`config.mk`:
```
export PLATFORM = sky130hd
export DESIGN_NAME = gyro_integrator
export DESIGN_NICKNAME = d
export VERILOG_FILES = /design/src/rtl/gyro_pkg.sv /design/src/rtl/gyro_integrator_chk.sv /design/src/rtl/rate_window_accum.sv /design/src/rtl/gyro_integrator.sv
export SDC_FILE = /design/constraint.sdc
export NUM_CORES = 1
export LEC_CHECK = 0
export ABC_AREA = 0
export BUFFER_PORTS_ARGS = -buffer_cell sky130_fd_sc_hd__buf_4
export CAP_MARGIN = 0
export CORE_ASPECT_RATIO = 1.1
export CORE_UTILIZATION = 45
export CTS_BUF_LIST = sky130_fd_sc_hd__clkbuf_4
export DETAILED_ROUTE_END_ITERATION = 7
export SETUP_SLACK_MARGIN = 0.1
export SLEW_MARGIN = 20
export SYNTH_ARGS = -nofsm -noshare
export SYNTH_HDL_FRONTEND = slang
export SYNTH_SLANG_ARGS = --single-unit
```
`constraint.sdc`:
```
create_clock -name clk_100mhz -period 11.8 [get_ports clk_100mhz]
set_input_delay 2.36 -clock clk_100mhz [delete_from_list [all_inputs] [get_ports clk_100mhz]]
set_output_delay 2.36 -clock clk_100mhz [all_outputs]
set_load 0.05 [all_outputs]
```
`src/rtl/gyro_pkg.sv`:
```
// Shared types and default constants for the multi-channel gyro integrator.
package gyro_pkg;

  // Scale/wrap sequencer states
  typedef enum logic [1:0] {
    IDLE    = 2'd0,
    SCALE   = 2'd1,
    WRAP    = 2'd2,
    PUBLISH = 2'd3
  } fsm_e;

  // Default configuration
  localparam int DEF_NUM_CH        = 3;
  localparam int DEF_RATE_W        = 16;
  localparam int DEF_ACC_W         = 43;
  localparam int DEF_WINDOW_CYCLES = 10_000_000;
  localparam int DEF_PRE_SHIFT     = 5;
  localparam int DEF_SCALE_MULT    = 43;
  localparam int DEF_SCALE_SHIFT   = 24;
  localparam int DEF_FRAC_BITS     = 8;
  localparam int DEF_ANGLE_MAX     = 360;

  // Channel indices
  localparam int CH_PITCH = 0;
  localparam int CH_ROLL  = 1;
  localparam int CH_YAW   = 2;

  // Larger of two integers, used for width derivation
  function automatic int max_int(input int a, input int b);
    return (a > b) ? a : b;
  endfunction

endpackage

```
`src/rtl/gyro_integrator_chk.sv`:
```
// Simulation-only checks for gyro_integrator.
module gyro_integrator_chk (
  input logic clk_100mhz,
  input logic rst_in,
  input logic zero,
  input logic win_end,
  input logic busy
);

  // A window must not close before the previous one has been published
  always @(posedge clk_100mhz) begin
    if (rst_in && !zero && win_end) begin
      assert (!busy) else $error("gyro_integrator: window ended while scale/wrap still busy");
    end
  end

endmodule

```
`src/rtl/rate_window_accum.sv`:
```
// Per-channel rate accumulator: bias removal, pre-shift, window accumulation
// and gapless snapshot/clear at the window boundary.
module rate_window_accum
  import gyro_pkg::*;
#(
  parameter int RATE_W    = DEF_RATE_W,
  parameter int ACC_W     = DEF_ACC_W,
  parameter int PRE_SHIFT = DEF_PRE_SHIFT
) (
  input  logic                     clk_100mhz,
  input  logic                     rst_in,
  input  logic signed [RATE_W-1:0] rate,
  input  logic signed [RATE_W-1:0] bias,
  input  logic                     rate_valid,
  input  logic                     win_end,
  input  logic                     zero,
  output logic signed [ACC_W-1:0]  snap
);

  logic signed [RATE_W:0]  diff_s;
  logic signed [RATE_W:0]  shifted_s;
  logic signed [ACC_W-1:0] contrib_s;
  logic signed [ACC_W-1:0] acc_r;
  logic signed [ACC_W-1:0] snap_r;

  // This cycle's bias-corrected, pre-shifted contribution (one extra bit so the subtraction never overflows)
  always_comb begin
    diff_s    = $signed({rate[RATE_W-1], rate}) - $signed({bias[RATE_W-1], bias});
    shifted_s = diff_s >>> PRE_SHIFT;
    if (rate_valid) begin
      contrib_s = ACC_W'(shifted_s);
    end else begin
      contrib_s = {ACC_W{1'b0}};
    end
  end

  // Accumulate; at window end fold in the current sample and restart from zero
  always_ff @(posedge clk_100mhz or negedge rst_in) begin
    if (!rst_in) begin
      acc_r  <= {ACC_W{1'b0}};
      snap_r <= {ACC_W{1'b0}};
    end else if (zero) begin
      acc_r  <= {ACC_W{1'b0}};
      snap_r <= {ACC_W{1'b0}};
    end else if (win_end) begin
      snap_r <= acc_r + contrib_s;
      acc_r  <= {ACC_W{1'b0}};
    end else begin
      acc_r  <= acc_r + contrib_s;
    end
  end

  assign snap = snap_r;

endmodule

```
`src/rtl/gyro_integrator.sv`:
```
// Multi-channel gyro integrator: windowed rate accumulation, shared scaling
// multiplier, per-channel fixed-point angle with wrap into [0, ANGLE_MAX).
module gyro_integrator
  import gyro_pkg::*;
#(
  parameter int NUM_CH        = DEF_NUM_CH,
  parameter int RATE_W        = DEF_RATE_W,
  parameter int ACC_W         = DEF_ACC_W,
  parameter int WINDOW_CYCLES = DEF_WINDOW_CYCLES,
  parameter int PRE_SHIFT     = DEF_PRE_SHIFT,
  parameter int SCALE_MULT    = DEF_SCALE_MULT,
  parameter int SCALE_SHIFT   = DEF_SCALE_SHIFT,
  parameter int FRAC_BITS     = DEF_FRAC_BITS,
  parameter int ANGLE_MAX     = DEF_ANGLE_MAX,
  parameter int ANG_W         = $clog2(ANGLE_MAX)
) (
  input  logic                       clk_100mhz,
  input  logic                       rst_in,
  input  logic [NUM_CH*RATE_W-1:0]   rate_in,
  input  logic                       rate_valid_in,
  input  logic [NUM_CH*RATE_W-1:0]   bias_in,
  input  logic                       zero_in,
  output logic [NUM_CH*ANG_W-1:0]    angle_out,
  output logic                       angle_valid_out,
  output logic                       busy_out
);

  localparam int CNT_W  = (WINDOW_CYCLES > 1) ? $clog2(WINDOW_CYCLES) : 1;
  localparam int CH_W   = (NUM_CH > 1) ? $clog2(NUM_CH) : 1;
  // Multiplier operand kept positive inside a signed product
  localparam int PROD_W = ACC_W + $clog2(SCALE_MULT + 1) + 1;
  localparam int MOD_W  = $clog2(ANGLE_MAX + 1) + FRAC_BITS + 1;
  // Room for an in-range angle plus the largest possible window delta
  localparam int ANGI_W = max_int(PROD_W - SCALE_SHIFT, MOD_W) + 2;

  localparam logic [CNT_W-1:0]         CNT_LAST = CNT_W'(WINDOW_CYCLES - 1);
  localparam logic [CH_W-1:0]          CH_LAST  = CH_W'(NUM_CH - 1);
  localparam logic signed [PROD_W-1:0] MULT_S   = PROD_W'(SCALE_MULT);
  localparam logic signed [ANGI_W-1:0] ANG_MOD  = ANGI_W'(ANGLE_MAX) << FRAC_BITS;

  logic [CNT_W-1:0]         cnt_r;
  logic                     win_end_s;
  fsm_e                     state_r;
  logic [CH_W-1:0]          ch_r;
  logic signed [ACC_W-1:0]  snap_s [NUM_CH];
  logic signed [ANGI_W-1:0] ang_r  [NUM_CH];
  logic signed [ACC_W-1:0]  snap_sel_s;
  logic signed [PROD_W-1:0] prod_s;
  logic signed [PROD_W-1:0] delta_s;
  logic signed [ANGI_W-1:0] delta_ang_s;
  logic signed [ANGI_W-1:0] ang_cur_s;
  logic [NUM_CH*ANG_W-1:0]  angle_out_r;
  logic                     angle_valid_r;

  assign win_end_s = (cnt_r == CNT_LAST);

  for (genvar k = 0; k < NUM_CH; k++) begin : g_ch
    rate_window_accum #(
      .RATE_W    (RATE_W),
      .ACC_W     (ACC_W),
      .PRE_SHIFT (PRE_SHIFT)
    ) u_accum (
      .clk_100mhz (clk_100mhz),
      .rst_in     (rst_in),
      .rate       (rate_in[k*RATE_W +: RATE_W]),
      .bias       (bias_in[k*RATE_W +: RATE_W]),
      .rate_valid (rate_valid_in),
      .win_end    (win_end_s),
      .zero       (zero_in),
      .snap       (snap_s[k])
    );
  end

  // Free-running window counter; a zero command restarts the window
  always_ff @(posedge clk_100mhz or negedge rst_in) begin
    if (!rst_in) begin
      cnt_r <= {CNT_W{1'b0}};
    end else if (zero_in || win_end_s) begin
      cnt_r <= {CNT_W{1'b0}};
    end else begin
      cnt_r <= cnt_r + CNT_W'(1);
    end
  end

  // Shared multiplier and shifter applied to the channel being scaled
  always_comb begin
    snap_sel_s  = snap_s[ch_r];
    ang_cur_s   = ang_r[ch_r];
    prod_s      = PROD_W'(snap_sel_s) * MULT_S;
    delta_s     = prod_s >>> SCALE_SHIFT;
    delta_ang_s = ANGI_W'(delta_s);
  end

  // Scale/wrap/publish sequencer owning the angle registers and outputs
  always_ff @(posedge clk_100mhz or negedge rst_in) begin
    if (!rst_in) begin
      state_r       <= IDLE;
      ch_r          <= {CH_W{1'b0}};
      angle_out_r   <= {(NUM_CH*ANG_W){1'b0}};
      angle_valid_r <= 1'b0;
      for (int k = 0; k < NUM_CH; k++) begin
        ang_r[k] <= {ANGI_W{1'b0}};
      end
    end else if (zero_in) begin
      state_r       <= IDLE;
      ch_r          <= {CH_W{1'b0}};
      angle_out_r   <= {(NUM_CH*ANG_W){1'b0}};
      angle_valid_r <= 1'b1;
      for (int k = 0; k < NUM_CH; k++) begin
        ang_r[k] <= {ANGI_W{1'b0}};
      end
    end else begin
      angle_valid_r <= 1'b0;
      if (win_end_s) begin
        // A fresh snapshot always restarts the sequence from channel 0
        state_r <= SCALE;
        ch_r    <= {CH_W{1'b0}};
      end else begin
        case (state_r)
          IDLE: begin
            state_r <= IDLE;
          end
          SCALE: begin
            ang_r[ch_r] <= ang_cur_s + delta_ang_s;
            state_r     <= WRAP;
          end
          WRAP: begin
            if (ang_cur_s[ANGI_W-1]) begin
              ang_r[ch_r] <= ang_cur_s + ANG_MOD;
            end else if (ang_cur_s >= ANG_MOD) begin
              ang_r[ch_r] <= ang_cur_s - ANG_MOD;
            end else if (ch_r == CH_LAST) begin
              state_r <= PUBLISH;
            end else begin
              ch_r    <= ch_r + CH_W'(1);
              state_r <= SCALE;
            end
          end
          PUBLISH: begin
            for (int k = 0; k < NUM_CH; k++) begin
              angle_out_r[k*ANG_W +: ANG_W] <= ANG_W'(ang_r[k] >>> FRAC_BITS);
            end
            angle_valid_r <= 1'b1;
            state_r       <= IDLE;
          end
          default: begin
            state_r <= IDLE;
          end
        endcase
      end
    end
  end

  assign angle_out       = angle_out_r;
  assign angle_valid_out = angle_valid_r;
  assign busy_out        = (state_r != IDLE);

  gyro_integrator_chk u_chk (
    .clk_100mhz (clk_100mhz),
    .rst_in     (rst_in),
    .zero       (zero_in),
    .win_end    (win_end_s),
    .busy       (busy_out)
  );

endmodule

```
[Word level (Yosys, flattened, before mapping)]
Cells that the tools add are included.
Word-level totals
  word-level logic and storage cells: 105
  register bits: 398
  output and inout bits: 29
  input bits: 100
Cells by class
  muxes and demuxes: 50
  reductions and logical operators: 13
  multipliers: 1
  equality and inequality tests: 12
  bitwise gates (word level): 1
  order comparisons: 3
  $add $sub $neg: 11
Operator list (number)
  43-bit two-way mux: 17
  84-bit two-way mux: 4
  84-bit bitwise mux: 3
  84-bit case mux with 2 select lines: 1
  43-bit adder: 3
  43-bit binary-select mux with 2-bit select: 1
  28-bit two-way mux: 3
  27-bit two-way mux: 3
  28-bit binary-select mux with 2-bit select: 1
  28-bit demux with 2-bit select: 1
  16-bit by 16-bit subtractor with 17-bit output: 3
  43-bit by 7-bit multiplier with 50-bit output (second input constant): 1
  28-bit by 18-bit adder with 28-bit output (second input constant): 1
  28-bit by 26-bit adder with 28-bit output: 1
  28-bit by 18-bit greater-or-equal comparator with 1-bit output (second input constant): 1
  28-bit by 18-bit subtractor with 28-bit output (second input constant): 1
  24-bit by 1-bit adder with 24-bit output (second input constant): 1
  24-bit == test (second input constant): 1
  24-bit two-way mux: 1
  2-bit two-way mux: 11
  4-bit != test (second input constant): 3
  3-bit != test (second input constant): 3
  2-bit == test (second input constant): 3
  2-bit case mux with 3 select lines: 1
  16 further kinds: 22

[Longest topological paths before layout]
  word-level depth: 11
  mapped depth: 38
  gate-level depth less buffers: 32

[Modules after synthesis]
A second synthesis with hierarchy kept.
Unflattened totals
  cell total of the unflattened synthesis: 3987
  area total of the unflattened synthesis: 33923.8 um^2
Modules (own cells, without submodules)
  rate_window_accum: cells an instance 761, area an instance 6386.1 um^2, times used 3, seq. area each 2152.1 um^2
  gyro_integrator: cells an instance 1704, area an instance 14765.4 um^2, times used 1, seq. area each 3503.4 um^2

[Worst setup path after synthesis]
OpenSTA, ideal clock, no wires.
  path type: register -> register
  start: reg ch_r[1]
  end: reg ang_r[27] (netlist name)
  setup time: 122 ps
  buffers on the path: 5
  clock period less this slack: 8508 ps
  data required time: 11678 ps
  path slack: 3292 ps
  stages on the path, launching flop included: 35
  data arrival time: 8386 ps
  cell sequence: dfrtp_1 > buf_6 > buf_6 > buf_6 > buf_1 > buf_1 > mux2i_1 > o21ai_0 > ha_1 > ha_1 > fa_1 > inv_1 > fa_1 > inv_1 > ha_1 > nand3_1 > or3_1 > a2111oi_4 > nor2_1 > o21ai_0 > a31oi_1 > o21bai_1 > a21oi_1 > xnor2_1 > ha_1 > o211ai_1 > a21oi_1 > o41ai_1 > a21boi_0 > a21oi_1 > o41ai_1 > a21oi_1 > a2111o_1 > nand4_2 > o21ai_1
Between the ends
  word-level cells in the longest chain between the ends: 11
  elaborated cells between the ends (all ways): 27
  classes of those cells: 3 x add/sub; 1 x mul; 3 x order compare; 1 x eq/ne; 16 x mux; 1 x bitwise; 2 x reduce/logical
RTL lines
  start: declaration: line gyro_integrator.sv:44  | logic [CH_W-1:0] ch_r;
  start signal: assignment: line gyro_integrator.sv:98  | ch_r <= {CH_W{1'b0}};
  start signal: assignment: line gyro_integrator.sv:106  | ch_r <= {CH_W{1'b0}};
  start signal: assignment: line gyro_integrator.sv:117  | ch_r <= {CH_W{1'b0}};
  2-bit NOT with 3-bit output (implied by the code) (*)
  parallel branches: the longest is 10 deep, another holds 43-bit by 7-bit multiplier with 50-bit output
  end signal: indexed assignment: line gyro_integrator.sv:124  | ang_r[ch_r] <= ang_cur_s + delta_ang_s;
  end signal: indexed assignment: line gyro_integrator.sv:129  | ang_r[ch_r] <= ang_cur_s + ANG_MOD;
  end signal: indexed assignment: line gyro_integrator.sv:131  | ang_r[ch_r] <= ang_cur_s - ANG_MOD;
  end: declaration: line gyro_integrator.sv:46  | logic signed [ANGI_W-1:0] ang_r [NUM_CH];
Mark *: on every way between the ends. The select of a mux whose other input is x is not followed.
A chain may end at the register's enable or synchronous reset.

[Worst setup path after layout]
  start: reg ch_r[1]
  end: reg ang_r[81] (netlist name)
Same word-level chain as after synthesis.

==> results by group <==
CTS
  • Setup Buffers After CTS: 0
  • Clk Latency, worst-skew pair: 930 ps
  • CTS tree: built
  • Clock-pin slew on the worst setup and hold paths: 80 ps
  • Clock sink count: 398
  • Root Buffer Master: clkbuf_4
  • CTS Buf Count: 110
  • # hold bufs at CTS: 0
  • H-tree level count: 3
  • Post_cts resized: 0
  • CTS max path bufs: 3

STA
  • Final period util: 77.0%
  • RSZ-0062 raised after global routing: no
  • Worst slew pin tran: 1010 ps
  • Setup TNS Final: 0 ps
  • Post-layout min period: 9080 ps
  • Hold Vio Cnt, Final: 0
  • Slew Viols, Final: 0
  • Fmax: 0.110 GHz
  • Final setup fails: 0
  • Rel. slew slack: 32.9%
  • Setup ws final: 2720 ps
  • Skew final: 77.5 ps
  • Worst Hold Slack: 482 ps

Yosys
  • Synth cell types: 86
  • Synth Area per Inst: 8.57 sq um
  • Compound-gate portion of the synthesized area: 19.0%
  • Post-synth EDFFs: 0
  • Simple-gate share of the synthesized area: 16.4%
  • Post-Synth Adder-Cell Area: 18.9%
  • Post-synth net total: 4230
  • Sequential area share after synthesis: 31.4%
  • Synth top area share: 31.4%
  • Mux contribution to synthesized area: 2.70%
  • Post-synthesis async set-or-reset flop share: 100%
  • Mapped Area: 31700 sq um
  • Synth top area cells: dfrtp_1 (31%), ha_1 (14%), nor2_1 (5.8%)
  • Xor and xnor area share after synthesis: 6.16%
  • Largest family of logic cells by synthesized area: compound AO/OA/AOI/OAI gates
  • Seq cells post-synth: 398
  • Syn Inst Count: 3700
  • Ys flop type: dfrtp_1
  • Ys Warns: 0
  • Area leader, netlist: dfrtp_1

Critical path
  • Req. time, crit path: 12570 ps
  • Max FO, Critical Path: 56
  • Critical Path Max Stage Delay: 740 ps
  • Critical path launch point type: register
  • Worst path most repeated cell: a21oi_1
  • Critical-path top delay cell: o41ai_1
  • Critical path arrival: 9850 ps
  • CP Class: register to register
  • Crit end category: register

Detailed routing
  • Total length of routed met3 wires: 2840 microns
  • Iter 0 DRT Violations: 1353
  • Met2 WL post-DR: 42100 microns
  • Vias per std cell: 5.48
  • Residual DRC count: 0
  • DR vias: 26449
  • First-pass DRT Iterations: 5
  • Drt wl/cell: 17.3 microns
  • Routed WL: 83600 microns
  • WL met1: 36200 microns
  • Top sig layer: met5
  • Antenna-violating nets left: 0

Placed design
  • # port buffers: 128
  • Worst slack, placed: 2800 ps
  • DPL Wire Length: 61500 microns
  • Placed instance area: 33500 sq um
  • Gp weighted congestion: 0.880

Finish
  • Share of layout cells above drive strength 1: 9.80%
  • Post-route cell area: 34900 sq um
  • Commonest non-fill, non-tap cell in the layout: nor2_1
  • Final net count: 4346
  • Most frequent cells in the layout: nor2_1 (485), dfrtp_1 (396), ha_1 (346)
  • Synth-to-layout area growth: 9.94%

Global routing
  • Grt total ovfl: 0
  • Initial antenna violation count: 2
  • First-pass GRT wire length: 139000 microns
  • Largest net degree at the start of global routing: 157
  • Vias in the first global route: 26948
  • Tot GR Track Use: 24.2%

Outcome
  • Status: completed

Power
  • Pwr Total: 4.22 mW
  • Leakage power: 17.6 nW
  • Max VDD drop: 0.0807 mV
  • PD cells: 121 nW/um^2

Die
  • DIE AREA: 71500 sq um
  • Die Span X: 255 microns
  • Core Region: 69400 sq um
  • Rows: 101
  • Io pins: 129
  • Die height: 280 microns
  • Initial Utilization: 45.7%

Flow run
  • Max-Cap Viols: 0

Min path
  • Hold WC Path Type: register to register
-- stage by stage --
step	instances	util (%)
finish	4826	50.2
global route	4826	50.2
CTS	4825	50.2
detailed placement	4631	48.2
global placement	4631	48.2
floorplan	3700	-
-- critical path: cells and delay by family (launching register included) --
kind / cells / cell delay (ps)
xor gates and xnor gates: 1 / 130
and+or+nand+nor: 5 / 1290
AOI/OAI and AO/OA: 15 / 3600
adders and majority gates: 6 / 2260
DFF: 1 / 700
buffers and inverters: 4 / 910
-- final timing paths --
check / from / to / slack [ps] / cells past startpoint
setup / recovery: ch_r[1] / ang_r[81] / 2720 / 31
hold / removal: g_ch[0].u_accum.snap[13] / g_ch[0].u_accum.snap[13] / 480 / 2
setup reg to reg: ch_r[1] / ang_r[81] / 2720 / 31
min in group asynchronous: rst_in / g_ch[1].u_accum.acc_r[34] / 1440 / 1
hold reg to reg: g_ch[0].u_accum.snap[13] / g_ch[0].u_accum.snap[13] / 480 / 2
max in group asynchronous: rst_in / ch_r[0] / 8060 / 3
-- area by class of cell --
class | count | area, sq um
Antenna cell | 1 | 2.50
Clock buffer | 161 | 1210
Clock inverter | 33 | 171
Fill cell | 6824 | 34500
Inverter | 294 | 1100
Multi-Input combinational cell | 2860 | 20100
Sequential cell | 398 | 9960
Tap cell | 927 | 1160
Timing Repair Buffer | 152 | 1160
-- cells by family after synthesis --
| family | after synthesis |
|---|---|
| mux | 85 |
| simple gates | 1165 |
| flops | 398 |
| buf+inv | 442 |
| compound gates | 957 |
| xor+xnor | 223 |
| fa+ha+maj | 430 |
-- state kept, by name, indices dropped and copies added (netlist names) --
register,count
angle_out,27
ang_r,84
g_ch.u_accum.acc_r,129
ch_r,2
g_ch.u_accum.snap,129
state_r,2
cnt_r,24
angle_valid_out,1
-- layer usage --
| metal | vias up | track usage (%) |
|---|---|---|
| met2 | 442 | 43.0 |
| li1 | 13140 | - |
| met1 | 12727 | 29.9 |
| met4 | 2 | 8.40 |
| met5 | - | 0 |
| met3 | 138 | 2.97 |
-- cells in the mapped netlist (8+ instances only) --
master    count
a211o_1       8
a211oi_1     79
a21boi_0     10
a21o_1       95
a21oi_1     334
a31oi_1      28
and2_1       42
and3_1       30
and4_1       10
buf_1        10
buf_2        20
clkbuf_1    114
dfrtp_1     398
fa_1         83
ha_1        347
inv_1       293
mux2i_1      80
nand2_1     318
nand2b_1     31
nand3_1      68
nand4_1      32
nor2_1      486
nor2b_1      22
nor3_1       69
o211ai_1     20
o21a_1       25
o21ai_0     210
o21ai_1      14
o21bai_1     23
o31ai_1      10
or3_1        19
xnor2_1     129
xor2_1       94
-- power breakdown --
| group | switching [mW] | total, mW | internal [mW] |
|---|---|---|---|
| registers | 0.0517 | 1.54 | 1.49 |
| clock network | 0.624 | 1.25 | 0.628 |
| logic | 0.907 | 1.43 | 0.524 |
Power figures use the tool's default switching activity.
